## src/rtl/baby_vga_pkg.sv

```systemverilog
// Shared timing constants and types for the 32x16 one-bit baby VGA raster.
package baby_vga_pkg;

  // Horizontal timing, in clk cycles (column width is (clk_div+1)*COL_MULT).
  localparam int COL_MULT = 5;
  localparam int H_FP     = 41;
  localparam int H_SYNC   = 244;
  localparam int H_BP     = 149;

  // Vertical timing, in scanlines.
  localparam int LINES_PER_ROW = 30;
  localparam int V_FP          = 10;
  localparam int V_SYNC        = 2;
  localparam int V_BP          = 33;

  // Logical display geometry.
  localparam int NUM_COLS = 32;
  localparam int NUM_ROWS = 16;

  localparam int ACTIVE_LINES = LINES_PER_ROW * NUM_ROWS;
  localparam int TOTAL_LINES  = ACTIVE_LINES + V_FP + V_SYNC + V_BP;

  // Horizontal phase of the current scanline.
  typedef enum logic [1:0] {
    HS_ACTIVE,
    HS_FP,
    HS_SYNC,
    HS_BP
  } h_state_t;

  // Cycles per logical column for a given width select; 16*5=80 fits 7 bits.
  function automatic logic [6:0] col_period(input logic [3:0] div, input int mult);
    return 7'((int'(div) + 1) * mult);
  endfunction

endpackage

```

## src/rtl/baby_vga_line_fsm.sv

```systemverilog
// Horizontal line sequencer: ACTIVE -> FP -> SYNC -> BP with the per-column
// and per-phase cycle counters. Column width is latched on entry to ACTIVE.
module baby_vga_line_fsm
  import baby_vga_pkg::*;
#(
  parameter int MULT        = COL_MULT,
  parameter int FP_CYCLES   = H_FP,
  parameter int SYNC_CYCLES = H_SYNC,
  parameter int BP_CYCLES   = H_BP
) (
  input  logic       clk,
  input  logic       rst,
  input  logic [3:0] clk_div,
  output h_state_t   h_state,
  output logic       col_tick,
  output logic       end_of_line
);

  localparam logic [7:0] FP_LAST   = 8'(FP_CYCLES - 1);
  localparam logic [7:0] SYNC_LAST = 8'(SYNC_CYCLES - 1);
  localparam logic [7:0] BP_LAST   = 8'(BP_CYCLES - 1);
  localparam logic [4:0] LAST_COL  = 5'(NUM_COLS - 1);

  h_state_t   state_reg;
  logic [7:0] cyc_reg;
  logic [4:0] col_reg;
  logic [6:0] period_reg;

  logic col_last;
  logic line_last;

  // Column completion and end-of-line decode from the current counters.
  always_comb begin
    col_last  = 1'b0;
    line_last = 1'b0;
    if (state_reg == HS_ACTIVE && cyc_reg == ({1'b0, period_reg} - 8'd1)) begin
      col_last = 1'b1;
    end
    if (state_reg == HS_BP && cyc_reg == BP_LAST) begin
      line_last = 1'b1;
    end
  end

  assign h_state     = state_reg;
  assign col_tick    = col_last;
  assign end_of_line = line_last;

  // Phase sequencing; clk_div is only looked at when a new line begins.
  always_ff @(posedge clk) begin
    if (rst) begin
      state_reg  <= HS_ACTIVE;
      cyc_reg    <= '0;
      col_reg    <= '0;
      period_reg <= col_period(clk_div, MULT);
    end else begin
      case (state_reg)
        HS_ACTIVE: begin
          if (col_last) begin
            cyc_reg <= '0;
            if (col_reg == LAST_COL) begin
              col_reg   <= '0;
              state_reg <= HS_FP;
            end else begin
              col_reg <= col_reg + 5'd1;
            end
          end else begin
            cyc_reg <= cyc_reg + 8'd1;
          end
        end
        HS_FP: begin
          if (cyc_reg == FP_LAST) begin
            cyc_reg   <= '0;
            state_reg <= HS_SYNC;
          end else begin
            cyc_reg <= cyc_reg + 8'd1;
          end
        end
        HS_SYNC: begin
          if (cyc_reg == SYNC_LAST) begin
            cyc_reg   <= '0;
            state_reg <= HS_BP;
          end else begin
            cyc_reg <= cyc_reg + 8'd1;
          end
        end
        HS_BP: begin
          if (line_last) begin
            cyc_reg    <= '0;
            state_reg  <= HS_ACTIVE;
            period_reg <= col_period(clk_div, MULT);
          end else begin
            cyc_reg <= cyc_reg + 8'd1;
          end
        end
        default: begin
          cyc_reg   <= '0;
          col_reg   <= '0;
          state_reg <= HS_ACTIVE;
        end
      endcase
    end
  end

endmodule

```

## src/rtl/baby_vga_scan_timing.sv

```systemverilog
// Raster timing generator for the 32x16 baby VGA display. The horizontal
// sequencer lives in baby_vga_line_fsm; this level tracks lines, rows, frames
// and the vblank interrupt. Every output is a register describing the raster
// position of the previous cycle.
module baby_vga_scan_timing #(
  parameter int COL_MULT      = baby_vga_pkg::COL_MULT,
  parameter int H_FP          = baby_vga_pkg::H_FP,
  parameter int H_SYNC        = baby_vga_pkg::H_SYNC,
  parameter int H_BP          = baby_vga_pkg::H_BP,
  parameter int LINES_PER_ROW = baby_vga_pkg::LINES_PER_ROW,
  parameter int V_FP          = baby_vga_pkg::V_FP,
  parameter int V_SYNC        = baby_vga_pkg::V_SYNC,
  parameter int V_BP          = baby_vga_pkg::V_BP
) (
  input  logic       clk,
  input  logic       rst,
  input  logic       cli,
  input  logic [3:0] clk_div,
  output logic [4:0] x_pos,
  output logic [3:0] y_pos,
  output logic       hsync,
  output logic       vsync,
  output logic       blank,
  output logic [2:0] counter,
  output logic       line_start,
  output logic       interrupt
);

  import baby_vga_pkg::*;

  localparam int ACT_LINES = LINES_PER_ROW * NUM_ROWS;
  localparam int TOT_LINES = ACT_LINES + V_FP + V_SYNC + V_BP;

  localparam logic [9:0] ACT_L     = 10'(ACT_LINES);
  localparam logic [9:0] LAST_L    = 10'(TOT_LINES - 1);
  localparam logic [9:0] VS_START  = 10'(ACT_LINES + V_FP);
  localparam logic [9:0] VS_END    = 10'(ACT_LINES + V_FP + V_SYNC);
  localparam logic [4:0] SUB_LAST  = 5'(LINES_PER_ROW - 1);
  localparam logic [3:0] LAST_ROW  = 4'(NUM_ROWS - 1);

  h_state_t h_state;
  logic     col_tick;
  logic     end_of_line;

  baby_vga_line_fsm #(
    .MULT        (COL_MULT),
    .FP_CYCLES   (H_FP),
    .SYNC_CYCLES (H_SYNC),
    .BP_CYCLES   (H_BP)
  ) u_line_fsm (
    .clk         (clk),
    .rst         (rst),
    .clk_div     (clk_div),
    .h_state     (h_state),
    .col_tick    (col_tick),
    .end_of_line (end_of_line)
  );

  // Raster position state.
  logic [4:0] col_reg;
  logic [9:0] line_reg;
  logic [4:0] sub_reg;
  logic [3:0] row_reg;
  logic [2:0] frame_reg;
  logic       line_first_reg;

  // Output registers.
  logic [4:0] x_reg;
  logic [3:0] y_reg;
  logic       hsync_reg;
  logic       vsync_reg;
  logic       blank_reg;
  logic [2:0] counter_reg;
  logic       line_start_reg;
  logic       interrupt_reg;

  logic visible;
  logic in_vsync;

  // Position decode for the current cycle.
  always_comb begin
    visible  = (h_state == HS_ACTIVE) && (line_reg < ACT_L);
    in_vsync = (line_reg >= VS_START) && (line_reg < VS_END);
  end

  // Column index advances on each completed column and wraps after column 31,
  // which is exactly when the line FSM leaves ACTIVE.
  always_ff @(posedge clk) begin
    if (rst) begin
      col_reg <= '0;
    end else if (col_tick) begin
      col_reg <= col_reg + 5'd1;
    end
  end

  // Line, row-within-frame and frame bookkeeping; the row uses a sub-counter
  // instead of dividing the line number. Row saturates through vblank.
  always_ff @(posedge clk) begin
    if (rst) begin
      line_reg       <= '0;
      sub_reg        <= '0;
      row_reg        <= '0;
      frame_reg      <= '0;
      line_first_reg <= 1'b1;
    end else begin
      line_first_reg <= end_of_line;
      if (end_of_line) begin
        if (line_reg == LAST_L) begin
          line_reg  <= '0;
          sub_reg   <= '0;
          row_reg   <= '0;
          frame_reg <= frame_reg + 3'd1;
        end else begin
          line_reg <= line_reg + 10'd1;
          if (line_reg < ACT_L) begin
            if (sub_reg == SUB_LAST) begin
              sub_reg <= '0;
              if (row_reg != LAST_ROW) begin
                row_reg <= row_reg + 4'd1;
              end
            end else begin
              sub_reg <= sub_reg + 5'd1;
            end
          end
        end
      end
    end
  end

  // Registered video timing outputs; line_start fires on the cycle blank falls.
  always_ff @(posedge clk) begin
    if (rst) begin
      x_reg          <= '0;
      y_reg          <= '0;
      hsync_reg      <= 1'b1;
      vsync_reg      <= 1'b1;
      blank_reg      <= 1'b1;
      counter_reg    <= '0;
      line_start_reg <= 1'b0;
    end else begin
      x_reg          <= visible ? col_reg : 5'd0;
      y_reg          <= row_reg;
      hsync_reg      <= (h_state != HS_SYNC);
      vsync_reg      <= ~in_vsync;
      blank_reg      <= ~visible;
      counter_reg    <= frame_reg;
      line_start_reg <= visible & blank_reg;
    end
  end

  // Sticky vblank interrupt; a set on the first cycle of the first blank line
  // beats a simultaneous clear.
  always_ff @(posedge clk) begin
    if (rst) begin
      interrupt_reg <= 1'b0;
    end else if (line_first_reg && line_reg == ACT_L) begin
      interrupt_reg <= 1'b1;
    end else if (cli) begin
      interrupt_reg <= 1'b0;
    end
  end

  assign x_pos      = x_reg;
  assign y_pos      = y_reg;
  assign hsync      = hsync_reg;
  assign vsync      = vsync_reg;
  assign blank      = blank_reg;
  assign counter    = counter_reg;
  assign line_start = line_start_reg;
  assign interrupt  = interrupt_reg;

endmodule
```

## config.mk

```make
export PLATFORM = sky130hd
export DESIGN_NAME = baby_vga_scan_timing
export DESIGN_NICKNAME = d
export VERILOG_FILES = /design/src/rtl/baby_vga_pkg.sv /design/src/rtl/baby_vga_line_fsm.sv /design/src/rtl/baby_vga_scan_timing.sv
export SDC_FILE = /design/constraint.sdc
export NUM_CORES = 1
export LEC_CHECK = 0
export CAP_MARGIN = 20
export CELL_PAD_IN_SITES_DETAIL_PLACEMENT = 0
export CELL_PAD_IN_SITES_GLOBAL_PLACEMENT = 1
export CORE_AREA = 5 5 89 91
export DETAILED_ROUTE_END_ITERATION = 10
export DIE_AREA = 0 0 94 96
export PLACE_DENSITY = 0.76
export RECOVER_POWER = 100
export SYNTH_ARGS = -nofsm -noshare
export SYNTH_HDL_FRONTEND = slang
export SYNTH_SLANG_ARGS = --single-unit
```

## constraint.sdc

```tcl
create_clock -name clk -period 7.3 [get_ports clk]
set_input_delay 0.73 -clock clk [delete_from_list [all_inputs] [get_ports clk]]
set_output_delay 0.73 -clock clk [all_outputs]
set_load 0.05 [all_outputs]
```

== After elaboration in Yosys (flattened, before gate mapping) ==
Cells that the tools add are included.

* Output and inout port bits: 17
* Register bits after elaboration: 67
* Word-level logic and storage cells: 98
* Input bits: 7

* Equality and inequality tests: 18
* Bitwise gates (word level): 3
* Muxes and demuxes: 27
* Reductions and logical operators: 19
* $mul: 1
* Order comparisons: 3
* $add $sub $neg: 9

{| class="wikitable"
|+ Operators with widths
! operator !! count
|-
| multiplier 32 x 4 -> 7 bit (second input constant) || 1
|-
| 2-to-1 mux 8 bit || 4
|-
| case mux 8 bit (4 select lines) || 1
|-
| 2-to-1 mux 7 bit || 3
|-
| < comparator 10 x 9 -> 1 bit (second input constant) || 2
|-
| 2-to-1 mux 5 bit || 4
|-
| == test 8 bit (second input constant) || 2
|-
| 2-to-1 mux 4 bit || 4
|-
| adder 5 x 1 -> 5 bit (second input constant) || 3
|-
| nonzero test 2 bit || 6
|-
| adder 10 x 1 -> 10 bit (second input constant) || 1
|-
| == test 10 bit (second input constant) || 1
|-
| == test 10 x 9 -> 1 bit (second input constant) || 1
|-
| == test 5 bit (second input constant) || 2
|-
| >= comparator 10 x 9 -> 1 bit (second input constant) || 1
|-
| 2-to-1 mux 10 bit || 1
|-
| 2-to-1 mux 2 bit || 5
|-
| adder 8 x 1 -> 8 bit (second input constant) || 1
|-
| == test 8 x 6 -> 1 bit (second input constant) || 1
|-
| == test 8 bit || 1
|-
| case mux 2 bit (4 select lines) || 1
|-
| AND reduction 2 bit || 4
|-
| subtractor 7 x 1 -> 8 bit (second input constant) || 1
|-
| inequality test 2 x 1 -> 1 bit (second input constant) || 3
|-
| 15 further kinds || 26
|}

== Logic depth before layout (Yosys ltp) ==
Gate-level depths: netlist (run 1).

* Depth after elaboration: 6
* Gate-level depth with buffers: 9
* Depth with buffers taken out: 8

== Modules after synthesis ==
A second synthesis (run 1) with hierarchy kept.

* Cells, all modules: 369
* Area total of the unflattened synthesis: 3,523.4 um2

{| class="wikitable"
|+ Modules (own cells, without submodules)
! module !! cells each !! area each (um2) !! instances !! seq. area each (um2)
|-
| baby_vga_scan_timing || 190 || 1,820.5 || 1 || 900.9
|-
| baby_vga_line_fsm || 179 || 1,702.9 || 1 || 510.5
|}

== Least setup slack after synthesis (run 1) ==
No wires, ideal clock.

* Path type: reg2reg
* Start: register u_line_fsm.period_reg[0]
* End: register col_reg[4]
* Clock period less this slack: 2,475 ps
* Arrival time: 2,405 ps
* Setup slack: 4,825 ps
* Path buffers: 0
* Setup time: 70 ps
* Stages on the path, launching flop included: 9
* Required time: 7,230 ps
* Path through: edfxtp_1 inv_1 ha_1 or3b_1 or3_1 a21oi_2 o2111ai_2 or4_1 a21oi_1

* Word-level cells in the longest chain between the ends: 4

{| class="wikitable"
|+ Ends and longest elaborated chain
! what !! RTL line !! source
|-
| from (decl) || baby_vga_line_fsm.sv:27 || <nowiki>logic [6:0] period_reg;</nowiki>
|-
| from (signal assigned) || baby_vga_line_fsm.sv:54 || <nowiki>period_reg <= col_period(clk_div, MULT);</nowiki>
|-
| from (signal assigned) || baby_vga_line_fsm.sv:90 || <nowiki>period_reg <= col_period(clk_div, MULT);</nowiki>
|-
| subtractor 7 x 1 -> 8 bit || baby_vga_line_fsm.sv:36 || <nowiki>if (state_reg == HS_ACTIVE && cyc_reg == ({1'b0, period_reg} - 8'd1)) begin</nowiki>
|-
| == test 8 bit || baby_vga_line_fsm.sv:36 ||
|-
| logical AND 1 bit || baby_vga_line_fsm.sv:36 ||
|-
| 2-to-1 mux 1 bit || baby_vga_line_fsm.sv:36 ||
|-
| to (signal assigned) || baby_vga_scan_timing.sv:92 || <nowiki>col_reg <= col_reg + 5'd1;</nowiki>
|-
| to (decl) || baby_vga_scan_timing.sv:60 || <nowiki>logic [4:0] col_reg;</nowiki>
|}

No other way between the ends.
A chain may end at the register's enable or synchronous reset.

== Worst setup path in the final report (run 1) ==
* Start: register u_line_fsm.period_reg[0]
* End: register u_line_fsm.cyc_reg[1]

* Word-level cells in the longest chain between the ends: 6

{| class="wikitable"
|+ Ends and longest elaborated chain
! what !! RTL line !! source
|-
| subtractor 7 x 1 -> 8 bit || baby_vga_line_fsm.sv:36 ||
|-
| == test 8 bit || baby_vga_line_fsm.sv:36 ||
|-
| logical AND 1 bit || baby_vga_line_fsm.sv:36 ||
|-
| 2-to-1 mux 1 bit || baby_vga_line_fsm.sv:36 ||
|-
| 2-to-1 mux 8 bit || baby_vga_line_fsm.sv:58 || <nowiki>if (col_last) begin</nowiki>
|-
| case mux 8 bit (4 select lines) || baby_vga_line_fsm.sv:56 || <nowiki>case (state_reg)</nowiki>
|-
| to (signal assigned) || baby_vga_line_fsm.sv:67 || <nowiki>cyc_reg <= cyc_reg + 8'd1;</nowiki>
|-
| to (signal assigned) || baby_vga_line_fsm.sv:75 || <nowiki>cyc_reg <= cyc_reg + 8'd1;</nowiki>
|-
| to (signal assigned) || baby_vga_line_fsm.sv:83 || <nowiki>cyc_reg <= cyc_reg + 8'd1;</nowiki>
|-
| to (decl) || baby_vga_line_fsm.sv:25 || <nowiki>logic [7:0] cyc_reg;</nowiki>
|}

No other way between the ends.

==> impl_results.md, run 1 <==
- Skew-Pair Late Insertion Delay: 340 ps
- Pwr/cell area: 224.8 mW/mm^2
- Post-CTS Setup Inserts: 0
- DIE HEIGHT: 96 um
- Critical Setup Path Class: flip-flop to flip-flop
- Vias: 2291
- Ys async rst share: 0%
- Slew headroom: 11.21%
- Worst slew pin tran: 1330 ps
- Cts bufs inserted: 9
- H-tree lvl count: 3
- Flops & latches, synth: 67
- Final Setup Violations: 0
- Initial Util: 44.91%
- Status: completed
- Die area: 0.009024 mm^2
- CP Buf/Inv Count: 1
- Most used DFF post-synth: dfxtp_1
- Hold-fix buffers at CTS: 0
- Post-Synthesis Net Count: 363
- Synth Area per Inst: 9.579 um^2
- Startpoint Class: flip-flop
- Setup Total Neg Slack: 0 ps
- Yosys top cell area share: 37.88%
- Post-Syn Area: 0.003171 mm^2
- Critical path's top delay family: simple AND/OR/NAND/NOR gates
- Boundary pin count: 24
- Slowest cell on the critical path: o2111ai_1
- ANT cells: 0
- Nets@finish: 388
- Final hold slack: 453.3 ps
- Drt first pass iters: 4
- Leakage: 1.494 nW
- Layout cells sized above 1: 5.263%
- GRT Total Usage: 13.74%
- Die X: 94 um
- Count leader, synth: dfxtp_1
- Post-synth EDFFs: 7
- Resized cells post-CTS: 0
- Max cap viols: 0
- Clk root buf: clkbuf_8
- Max incr delay on CP: 1060 ps
- Antenna Violating Nets Remaining: 0
- Period utilization: 45.04%
- Area contributors post-synth: dfxtp_1 (38%), ha_1 (9.5%), edfxtp_1 (6.6%)
- Crit path DAT: 3550 ps
- Final min period: 3288 ps
- Worst-path maximum fanout: 18
- Global-route wire length before repair: 9742 um
- Worst hold path class: flip-flop to flip-flop
- Port-buffer cells: 23
- Initial antenna violation count: 0
- Total wire length: 5606 um
- HPWL Detailed: 4024 um
- CP Cell Sequence: inv_1 -> ha_1 -> or3b_1 -> xnor2_1 -> nor4_1 -> o2111ai_1 -> nand3_1 -> nor2_1
- # rows: 31
- Fillers: 660
- Clock Skews: 7.370 ps
- CTS tree: yes
- Worst vdd ir: 0.0001061 V
- Sink Count: 67
- Setup crit end kind: flip-flop
- Post-DR wirelength/cell: 12.19 um
- DR DRC count: 0
- GP Congestion: 0.7524
- Post-Synthesis Cells: 331
- Initial DRC Count: 57
- RSZ-0062 raised after global routing: false
- Final hold violation count: 0
- YS warnings: 0
- Clk buf depth: 2
- Fmax: 0.3042 GHz
- Synthesis-to-layout area growth: 17.17%
- Largest net degree at the start of global routing: 28
- Netlist cell types: 56
- Via density: 4.980
- Post-synth top cells: dfxtp_1 (60), nor2_1 (38), ha_1 (24)
- Vias in the first global route: 2165
- Max-slew violations: 0
- Register area share after synthesis: 44.51%
- Biggest area consumer among synthesized cells: dfxtp_1
- Grt total ovfl: 0
- Clock slew at reported path FFs: 70 ps
- Required time worst endpoint: 7560 ps
- Core ar.: 0.007059 mm^2
- Max FFs per register: 10
[through the flow]
step	instance area, um^2	std cells	worst slack (ps)	power [mW]	utilization [%]
2_1_floorplan	3171	331	4825	0.4813	-
3_3_place_gp	3490	444	4134	0.5042	49.43
3_5_place_dp	3490	444	4059	0.5076	49.43
4_1_cts	3721	460	4235	0.8476	52.71
5_1_grt	3715	460	3621	0.8810	52.62
6_report	3715	460	4012	0.8350	52.62
[layout make-up]
class / count / area [um^2] / share of cell area [%]
clock inverter: 4 / 55.05 / 1.482
inverter: 18 / 67.56 / 1.819
timing repair buffer: 23 / 230.2 / 6.197
tap: 99 / 123.9 / 3.334
sequential: 67 / 1411 / 37.99
clock buffer: 12 / 176.4 / 4.749
multi-input combinational: 237 / 1650 / 44.43
[where the power goes]
| part | leakage (nW) | total (mW) | internal, mW | switching, mW |
|---|---|---|---|---|
| combinational | 0.826 | 0.0915 | 0.0397 | 0.0518 |
| clock | 0.114 | 0.340 | 0.198 | 0.142 |
| sequential | 0.553 | 0.404 | 0.388 | 0.0155 |
[path summary, 6_finish.rpt]
path                                end  slack, ps  cells after the start                startpoint
hold / removal               line_start        450                      1                     blank
setup reg to reg  u_line_fsm.cyc_reg[1]       4010                      8  u_line_fsm.period_reg[0]
setup / recovery  u_line_fsm.cyc_reg[1]       4010                      8  u_line_fsm.period_reg[0]
hold reg to reg              line_start        450                      1                     blank
[cell usage in the layout, fill, tap and decap left out, types with 4 or more instances in the layout]
master,n
nand2_1,17
mux2i_1,5
ha_1,24
clkdlybuf4s50_1,4
o21ai_1,5
and2_0,6
dlygate4sd3_1,19
inv_1,17
nor2b_1,12
nor2_1,38
edfxtp_1,7
o21ai_0,4
dfxtp_1,60
nand3_1,9
xnor2_1,16
a21oi_1,13
or3_1,6
xor2_1,16
clkbuf_8,11
and3_1,6
nand4_1,9
[worst register-to-register path, delay by kind of cell (launching register included)]
family / cells / cell delay [ps]
XOR/XNOR: 1 / 160
flip-flops: 1 / 440
adder cells (fa/ha/maj): 1 / 210
AND/OR/NAND/NOR: 4 / 1260
AO/OA/AOI/OAI: 1 / 1060
buffers and inverters: 1 / 90
[logic make-up after synthesis]
| logic type | after synthesis | synth area share, % |
|---|---|---|
| and+or+nand+nor | 131 | 22.22 |
| muxes | 5 | 1.579 |
| buffers and inverters | 27 | 3.236 |
| xor gates and xnor gates | 32 | 8.840 |
| DFF | 67 | 44.51 |
| adders and majority gates | 25 | 10.10 |
| AOI/OAI and AO/OA | 44 | 9.511 |
[metal layers]
layer | routed length [um] | track usage, %
met1 | 2852 | 17.69
met2 | 2507 | 21.23
met3 | 153 | 4.457
met4 | 93 | 5.776
met5 | 0 | 0
Note: power is estimated with default switching activity, not from simulation.
==> run 2, diff against run 1 <==
--- a/config.mk
+++ b/config.mk
@@ -8,10 +8,10 @@
 export CAP_MARGIN = 20
 export CELL_PAD_IN_SITES_DETAIL_PLACEMENT = 0
 export CELL_PAD_IN_SITES_GLOBAL_PLACEMENT = 1
-export CORE_AREA = 5 5 89 91
+export CORE_AREA = 5 5 90 92
 export DETAILED_ROUTE_END_ITERATION = 10
-export DIE_AREA = 0 0 94 96
-export PLACE_DENSITY = 0.76
+export DIE_AREA = 0 0 95 97
+export PLACE_DENSITY = 0.75
 export RECOVER_POWER = 100
 export SYNTH_ARGS = -nofsm -noshare
 export SYNTH_HDL_FRONTEND = slang
==> constraint.sdc (replaced) <==
create_clock -name clk -period 3.4 [get_ports clk]
set_input_delay 0.34 -clock clk [delete_from_list [all_inputs] [get_ports clk]]
set_output_delay 0.34 -clock clk [all_outputs]
set_load 0.05 [all_outputs]
==> run 2 against run 1 <==
Cell area fell by 0.47%. Die area rose by 2.1%. Global-route usage rose by 0.15 points. Sequential cell count did not move. Maximum frequency rose by 8.5%. Count of clock-buffer cells in the layout fell by 3. Worst setup slack got worse by 3600 ps. Sequential share of layout area rose by 0.18 points. Routed wire length rose by 1.6%. Cell count rose by 0.43%. Register-to-register slack got worse by 3600 ps.
==> impl_results.md, run 2 (same netlist as run 1, synthesis figures left out) <==
- Clk buf depth: 2
- Max incr delay on CP: 610 ps
- Nets@finish: 390
- Clock Skews: 6.119 ps
- Final Setup Violations: 0
- Grt total ovfl: 0
- Worst-path maximum fanout: 18
- Layout cells sized above 1: 5.510%
- Critical path's top delay family: simple AND/OR/NAND/NOR gates
- Max-slew violations: 0
- Final std cells w/o fill: 462
- GP Congestion: 0.7762
- FF-to-FF setup slack: 370 ps
- Setup crit end kind: flip-flop
- Setup Total Neg Slack: 0 ps
- Clock slew at reported path FFs: 70 ps
- Synthesis-to-layout area growth: 16.61%
- Required time worst endpoint: 3670 ps
- Critical path depth: 8
- Critical Setup Path Class: flip-flop to flip-flop
- Worst Setup SP: u_line_fsm.period_reg[0]
- Resized cells post-CTS: 0
- Skew-Pair Late Insertion Delay: 350 ps
- R2R Path End: u_line_fsm.col_reg[2]
- Worst r2r src: u_line_fsm.period_reg[0]
- Drt first pass iters: 4
- Startpoint Class: flip-flop
- RSZ-0062 raised after global routing: false
- Pwr/cell area: 469.8 mW/mm^2
- Max cap viols: 0
- Antenna Violating Nets Remaining: 0
- Commonest non-fill, non-tap cell in the layout: dfxtp_1
- Vias in the first global route: 2283
- Die area: 0.009215 mm^2
- Post-CTS Setup Inserts: 0
- DR DRC count: 0
- Core ar.: 0.007137 mm^2
- DIE HEIGHT: 97 um
- Sink Count: 67
- Clk root buf: clkbuf_8
- Initial DRC Count: 87
- Via density: 5.009
- Boundary pin count: 24
- Worst hold path class: flip-flop to flip-flop
- Fmax: 0.3300 GHz
- Area after DPL: 0.003505 mm^2
- Placed Cells incl. Taps: 446
- HPWL Detailed: 4115 um
- Max FFs per register: 10
- Total wire length: 5697 um
- Hold-fix buffers at CTS: 0
- Hold Path Depth: 1
- Largest net degree at the start of global routing: 28
- Port-buffer cells: 23
- Slowest cell on the critical path: or4b_1
- Die X: 95 um
- Crit path DAT: 3300 ps
- Worst Reg-to-Reg Cells: 8
- Final hold violation count: 0
- Final hold slack: 453.5 ps
- Period utilization: 89.12%
- Cts bufs inserted: 9
- CP Cell Sequence: inv_1 -> ha_1 -> or3b_1 -> xnor2_1 -> nor4_1 -> o2111ai_2 -> or4b_1 -> a21oi_1
- Vias: 2314
- ANT cells: 0
- Worst slew pin tran: 1187 ps
- Fin area: 0.003697 mm^2
- # rows: 31
- CP endpoint: u_line_fsm.col_reg[2]
- Final Worst Setup Slack: 370.1 ps
- DP Worst Slack: 391.5 ps
- Post-DR wirelength/cell: 12.33 um
- Worst vdd ir: 0.0002284 V
- CTS tree: yes
- Slew headroom: 20.87%
- Fillers: 696
- GRT Total Usage: 13.89%
- Initial antenna violation count: 0
- CP Buf/Inv Count: 1
- Global-route wire length before repair: 10080 um
- Status: completed
- Commonest non-fill, non-tap cells in the layout: dfxtp_1 (60), nor2_1 (38), ha_1 (24)
- H-tree lvl count: 3
- Initial Util: 44.42%
- Leakage: 1.483 nW
- Final min period: 3030 ps
-- run 2: changes by cell type in the layout (fill, tap and decap cells not counted) --
cell	before	now
clkbuf_1	0	2
clkbuf_8	11	9
clkinv_2	0	2
and2_0	6	7
and2_1	2	1
clkbuf_16	1	0
clkinv_4	2	1
inv_6	0	1
inv_8	0	1
o2111ai_1	2	1
o2111ai_2	0	1
-- run 2: power by group --
| part | leakage (nW) | internal [mW] | switching [mW] |
|---|---|---|---|
| combinational | 0.828 | 0.0864 | 0.117 |
| clock | 0.102 | 0.344 | 0.322 |
| sequential | 0.553 | 0.833 | 0.0340 |
-- run 2: final cells by class --
class / instances / area (um^2) / share of cell area [%]
clock buffer: 9 / 123.9 / 3.350
clock inverter: 7 / 76.32 / 2.064
inverter: 18 / 67.56 / 1.827
multi-input combinational: 237 / 1657 / 44.81
sequential: 67 / 1411 / 38.17
tap: 99 / 123.9 / 3.350
timing repair buffer: 25 / 237.7 / 6.430
-- run 2: how the worst min path moves through the flow --
stage                           start         end  slack, ps
final                           blank  line_start        450
after global placement          blank  line_start        440
after global routing            blank  line_start        480
after floorplan           line_reg[3]       vsync        430
after detailed placement        blank  line_start        440
after CTS                       blank  line_start        460
-- run 2: per-stage QoR --
step	utilization, %	power [mW]
after floorplan	-	1.033
after detailed placement	49.11	1.094
after global routing	51.81	1.837
final	51.81	1.737
after CTS	51.91	1.765
after global placement	49.11	1.092
-- run 2: layer usage --
metal  GRT usage (%)  vias up  routed length [um]
met5               0        -                   0
met4           6.215        0                 102
met3           4.965        9                 164
met2           22.18       21                2652
met1           16.53     1072                2778
li1                -     1212                   -
==> variant 1 (config.mk and constraints of run 2) <==
Reset style: asynchronous (`rst`), changed in 4 clocked blocks.
--- a/src/rtl/baby_vga_scan_timing.sv
+++ b/src/rtl/baby_vga_scan_timing.sv
@@ -85,7 +85,7 @@
 
   // Column index advances on each completed column and wraps after column 31,
   // which is exactly when the line FSM leaves ACTIVE.
-  always_ff @(posedge clk) begin
+  always_ff @(posedge clk or posedge rst) begin
     if (rst) begin
       col_reg <= '0;
     end else if (col_tick) begin
@@ -95,7 +95,7 @@
 
   // Line, row-within-frame and frame bookkeeping; the row uses a sub-counter
   // instead of dividing the line number. Row saturates through vblank.
-  always_ff @(posedge clk) begin
+  always_ff @(posedge clk or posedge rst) begin
     if (rst) begin
       line_reg       <= '0;
       sub_reg        <= '0;
@@ -128,7 +128,7 @@
   end
 
   // Registered video timing outputs; line_start fires on the cycle blank falls.
-  always_ff @(posedge clk) begin
+  always_ff @(posedge clk or posedge rst) begin
     if (rst) begin
       x_reg          <= '0;
       y_reg          <= '0;
@@ -150,7 +150,7 @@
 
   // Sticky vblank interrupt; a set on the first cycle of the first blank line
   // beats a simultaneous clear.
-  always_ff @(posedge clk) begin
+  always_ff @(posedge clk or posedge rst) begin
     if (rst) begin
       interrupt_reg <= 1'b0;
     end else if (line_first_reg && line_reg == ACT_L) begin
Function: differs if rst is asserted again (counterexample within 4 cycles, from zero or initial values and one cycle with rst high); with rst held inactive, the same outputs for 10 cycles.
==> variant 1 against run 2 <==
- final area rose by 5.2%
- sequential share of layout area rose by 4.0 points
- sequential cell count unchanged
- total power fell by 1.3%
- hold slack worse by 0.043 ns
- routed wire length up 4.4%
- synthesized area rose by 6.8%
- setup slack better by 0.059 ns
- critical path type unchanged
- critical endpoint is now u_line_fsm.col_reg[3]$_SDFFE_PP0P_
- largest power group unchanged
==> variant 1: results (changes against run 2) <==
| Metric | Value |
|---|---|
| Num sequential | 67 (unchanged) |
| Number of signal-net buffers in the layout | 27 (+8.0%) |
| Synth async-reset ratio | 67.2% (+67 points) |
| Final wirelength | 5950 µm (+4.4%) |
| Final worst-path cycle share | 87.4% (-1.7 points) |
| Net count after synthesis | 350 (-3.6%) |
| Relative slew slack | 12.3% (-8.6 points) |
| Cells after DPL | 435 (-2.5%) |
| Fraction of area in multi-input gates | 41.2% (-3.6 points) |
| Worst vdd ir | 205 µV (-10%) |
| Gpl congestion | 0.755 (-2.7%) |
| Initial drt markers | 81 (-6.9%) |
| Lkg Pwr | 1.76 nW (+18%) |
| ClkCell Share | 5.18% (-0.23 points) |
| Fill count | 670 (-3.7%) |
| Outcome | complete, no violations |
| Multi-input gates | 224 (-5.5%) |
| Cell Area, Placed | 3700 µm² (+5.5%) |
| Area grow syn2layout | 14.9% |
| Worst Clk Skew | 0.0117 ns (+0.00561 ns) |
| Signal buf overhead | 6.50% (+0.070 points) |
| Post-DP HPWL | 4240 µm (+3.0%) |
| Mapped Avg Cell Area | 10.6 µm² (+11%) |
| Arr. time, crit path | 3.24 ns (-0.06 ns) |
| CP max FO | 14 (-4) |
| R2r endpoint | u_line_fsm.col_reg[3]$_SDFFE_PP0P_ |
| Layout cell share with drive strength beyond 1 | 9.66% (+4.1 points) |
| Reg2reg path depth | 6 (-2) |
| GRT Util Overall | 14.4% (+0.55 points) |
| WHS | 0.411 ns (-0.0426 ns) |
| Pre-CTS WS | 0.429 ns (+0.0376 ns) |
| Netlist cell types | 56 (unchanged) |
| Top post-synthesis cells by area | dfrtp_1 30%, dfxtp_1 8.9%, ha_1 8.5% |
| End point of the worst hold path | counter[2]$_DFF_PP0_ |
| Number of global-route vias before repair | 2,372 (+3.9%) |
| Commonest cells post-synth | 41 x dfrtp_1, 26 x nor2_1, 24 x nand2_1 |
| WL per Instance | 13.2 µm (+7.0%) |
| Post-synthesis sequential area ratio | 48.5% (+4.0 points) |
| Critical Path Start | u_line_fsm.period_reg[2]$_DFFE_PP_ |
| Clock buffers | 10 (+1) |
| First-pass GRT wire length | 10,600 µm (+5.3%) |
| Vias post-DR | 2,343 (+1.3%) |
==> variant 1: power breakdown <==
part	total, mW	switching [mW]	internal [mW]
combinational	0.172	0.101	0.0707
clock	0.672	0.313	0.359
sequential	0.870	0.0291	0.841
total	1.71	0.444	1.27
==> variant 1: worst max-delay path: stages, from the launching register on <==
cell and delay [ns]:
edfxtp_1 0.46, or3_1 0.41, or4_1 0.52, a2111oi_4 0.42
o311ai_2 0.37, or4_1 0.57, a21oi_1 0.14
==> variant 1: cell families after synthesis <==
| logic type | count (synthesis) | share of synthesized area, % |
|---|---|---|
| compound gates | 40 | 8.54 |
| xor+xnor | 33 | 8.54 |
| fa+ha+maj | 24 | 9.09 |
| buf+inv | 28 | 4.10 |
| flops | 67 | 48.5 |
| mux | 7 | 2.18 |
| simple gates | 120 | 19.1 |
==> variant 1: routing by layer <==
metal  global-route usage [%]  vias up  routed length (µm)
met5                        0        -                   0
met4                     4.66        0                  74
met3                     4.89        7                 259
met2                     22.8       41                2770
met1                     18.4     1119                2840
li1                         -     1176                   -
==> variant 2 (config.mk and constraints of run 2) <==
Made on the original files. `x_reg` and `y_reg` no longer have a reset.
--- a/src/rtl/baby_vga_scan_timing.sv
+++ b/src/rtl/baby_vga_scan_timing.sv
@@ -130,22 +130,23 @@
   // Registered video timing outputs; line_start fires on the cycle blank falls.
   always_ff @(posedge clk) begin
     if (rst) begin
-      x_reg          <= '0;
-      y_reg          <= '0;
       hsync_reg      <= 1'b1;
       vsync_reg      <= 1'b1;
       blank_reg      <= 1'b1;
       counter_reg    <= '0;
       line_start_reg <= 1'b0;
     end else begin
-      x_reg          <= visible ? col_reg : 5'd0;
-      y_reg          <= row_reg;
       hsync_reg      <= (h_state != HS_SYNC);
       vsync_reg      <= ~in_vsync;
       blank_reg      <= ~visible;
       counter_reg    <= frame_reg;
       line_start_reg <= visible & blank_reg;
     end
+  end
+
+  always_ff @(posedge clk) begin
+    x_reg <= visible ? col_reg : 5'd0;
+    y_reg <= row_reg;
   end
 
   // Sticky vblank interrupt; a set on the first cycle of the first blank line
Function: differs if rst is asserted again (counterexample within 10 cycles, from zero or initial values and one cycle with rst high); with rst held inactive, the same outputs for 10 cycles.
==> variant 2 against run 2 <==
- sequential share of layout area barely moved
- total power fell by 9.6%
- routed wire length rose by 4.0%
- sequential cell count did not move
- synthesized area rose by 0.99%
- critical path depth did not move
- setup slack got worse by 0.15 ns
- clock power fell by 6.6%
- final area rose by 0.10%
- largest power group unchanged
- highest routed layer unchanged
==> variant 2: results (changes against run 2) <==
| Metric | Value |
|---|---|
| Worst slew pin tran | 0.953 ns (-0.234 ns) |
| Cell Area, Placed | 3520 µm² (+0.46%) |
| Post-synthesis sequential area ratio | 44.1% (-0.43 points) |
| Outcome | complete, no violations |
| Largest stage delay, worst path | 0.80 ns (+0.19 ns) |
| Netlist cell types | 51 (-8.9%) |
| First-pass GRT wire length | 10,400 µm (+2.8%) |
| Net count after synthesis | 376 (+3.6%) |
| Wire length on met2 | 2640 µm (-0.60%) |
| Met2 Use GR | 20.4% (-1.8 points) |
| Number of global-route vias before repair | 2,213 (-3.1%) |
| Net load switching power | 0.376 mW (-20%) |
| Met3 Use GR | 3.03% (-1.9 points) |
| Gpl congestion | 0.803 (+3.5%) |
| Largest net degree at the start of global routing | 22 (-21%) |
| TritonRoute pass-1 iters | 4 (unchanged) |
| M1 WL | 2940 µm (+5.9%) |
| Initial drt markers | 89 (+2.3%) |
| Met1 GRT Util | 19.3% (+2.8 points) |
| CP max FO | 19 (+1) |
| GRT Util Overall | 13.8% (-0.075 points) |
| Fin cells | 473 (+2.4%) |
| Met3 Routed Length | 242 µm (+48%) |
| Fin nets | 398 (+2.1%) |
| Post-DP HPWL | 4180 µm (+1.5%) |
| Port Buffers | 23 (unchanged) |
| R2r endpoint | col_reg[4]$_SDFFE_PP0N_ |
| Worst Clk Skew | 0.0112 ns (+0.00512 ns) |
| Mapped Avg Cell Area | 9.23 µm² (-3.7%) |
| Commonest cells post-synth | 60 x dfxtp_1, 38 x nor2_1, 21 x ha_1 |
| Cells after DPL | 457 (+2.5%) |
| Lkg Pwr | 1.44 nW (-2.6%) |
| Vias post-DR | 2,452 (+6.0%) |
| Fill count | 706 (+1.4%) |
| Pre-CTS WS | 0.251 ns (-0.140 ns) |
| Arr. time, crit path | 3.44 ns (+0.14 ns) |
| Final wirelength | 5920 µm (+4.0%) |
| Crit path max-delay cell type | or4_1 |
| Worst vdd ir | 204 µV (-11%) |
| PwrDens | 424 nW/µm² (-9.7%) |
| Layout cell share with drive strength beyond 1 | 5.35% (-0.16 points) |
| Top post-synthesis cells by area | dfxtp_1 38%, ha_1 8.2%, edfxtp_1 6.6% |
| CP delay by family, top | simple AND/OR/NAND/NOR gates |
| Final WS setup | 0.219 ns (-0.151 ns) |
[variant 2: power by group through the flow]
stage	sequential [mW]	clock, mW	combinational [mW]
6_report	0.838	0.623	0.110
5_1_grt	0.840	0.683	0.126
4_1_cts	0.837	0.639	0.114
3_5_place_dp	0.856	0	0.113
3_3_place_gp	0.855	0	0.113
2_1_floorplan	0.855	0	0.0798
[variant 2: worst min-delay path by stage]
stage                             from  slack [ns]               end  cells after the start
6_report       row_reg[3]$_SDFFE_PP0P_        0.39  y_pos[3]$_DFF_P_                      0
3_5_place_dp   row_reg[3]$_SDFFE_PP0P_        0.37  y_pos[3]$_DFF_P_                      0
4_1_cts        row_reg[3]$_SDFFE_PP0P_        0.39  y_pos[3]$_DFF_P_                      0
3_3_place_gp   row_reg[3]$_SDFFE_PP0P_        0.37  y_pos[3]$_DFF_P_                      0
5_1_grt        row_reg[3]$_SDFFE_PP0P_        0.40  y_pos[3]$_DFF_P_                      0
2_1_floorplan  row_reg[3]$_SDFFE_PP0P_        0.36  y_pos[3]$_DFF_P_                      0
[variant 2: area by class of cell]
class                      instances  area share [%]
clock inverter                     4           0.575
sequential                        67            38.1
inverter                          18            1.83
tap                               99            3.35
timing repair buffer              26            6.63
multi-input combinational        247            45.0
clock buffer                      12            4.50
[variant 2: cells by family (layout without fill, tap and decap cells)]
| family | count (synthesis) | in the layout | synth area share [%] |
|---|---|---|---|
| AO/OA/AOI/OAI | 52 | 52 | 10.2 |
| XOR/XNOR | 32 | 32 | 8.75 |
| flip-flops | 67 | 67 | 44.1 |
| multiplexers | 1 | 1 | 0.313 |
| AND/OR/NAND/NOR | 140 | 140 | 23.9 |
| adder cells (fa/ha/maj) | 22 | 22 | 8.83 |
| buffers and inverters | 33 | 60 | 3.91 |
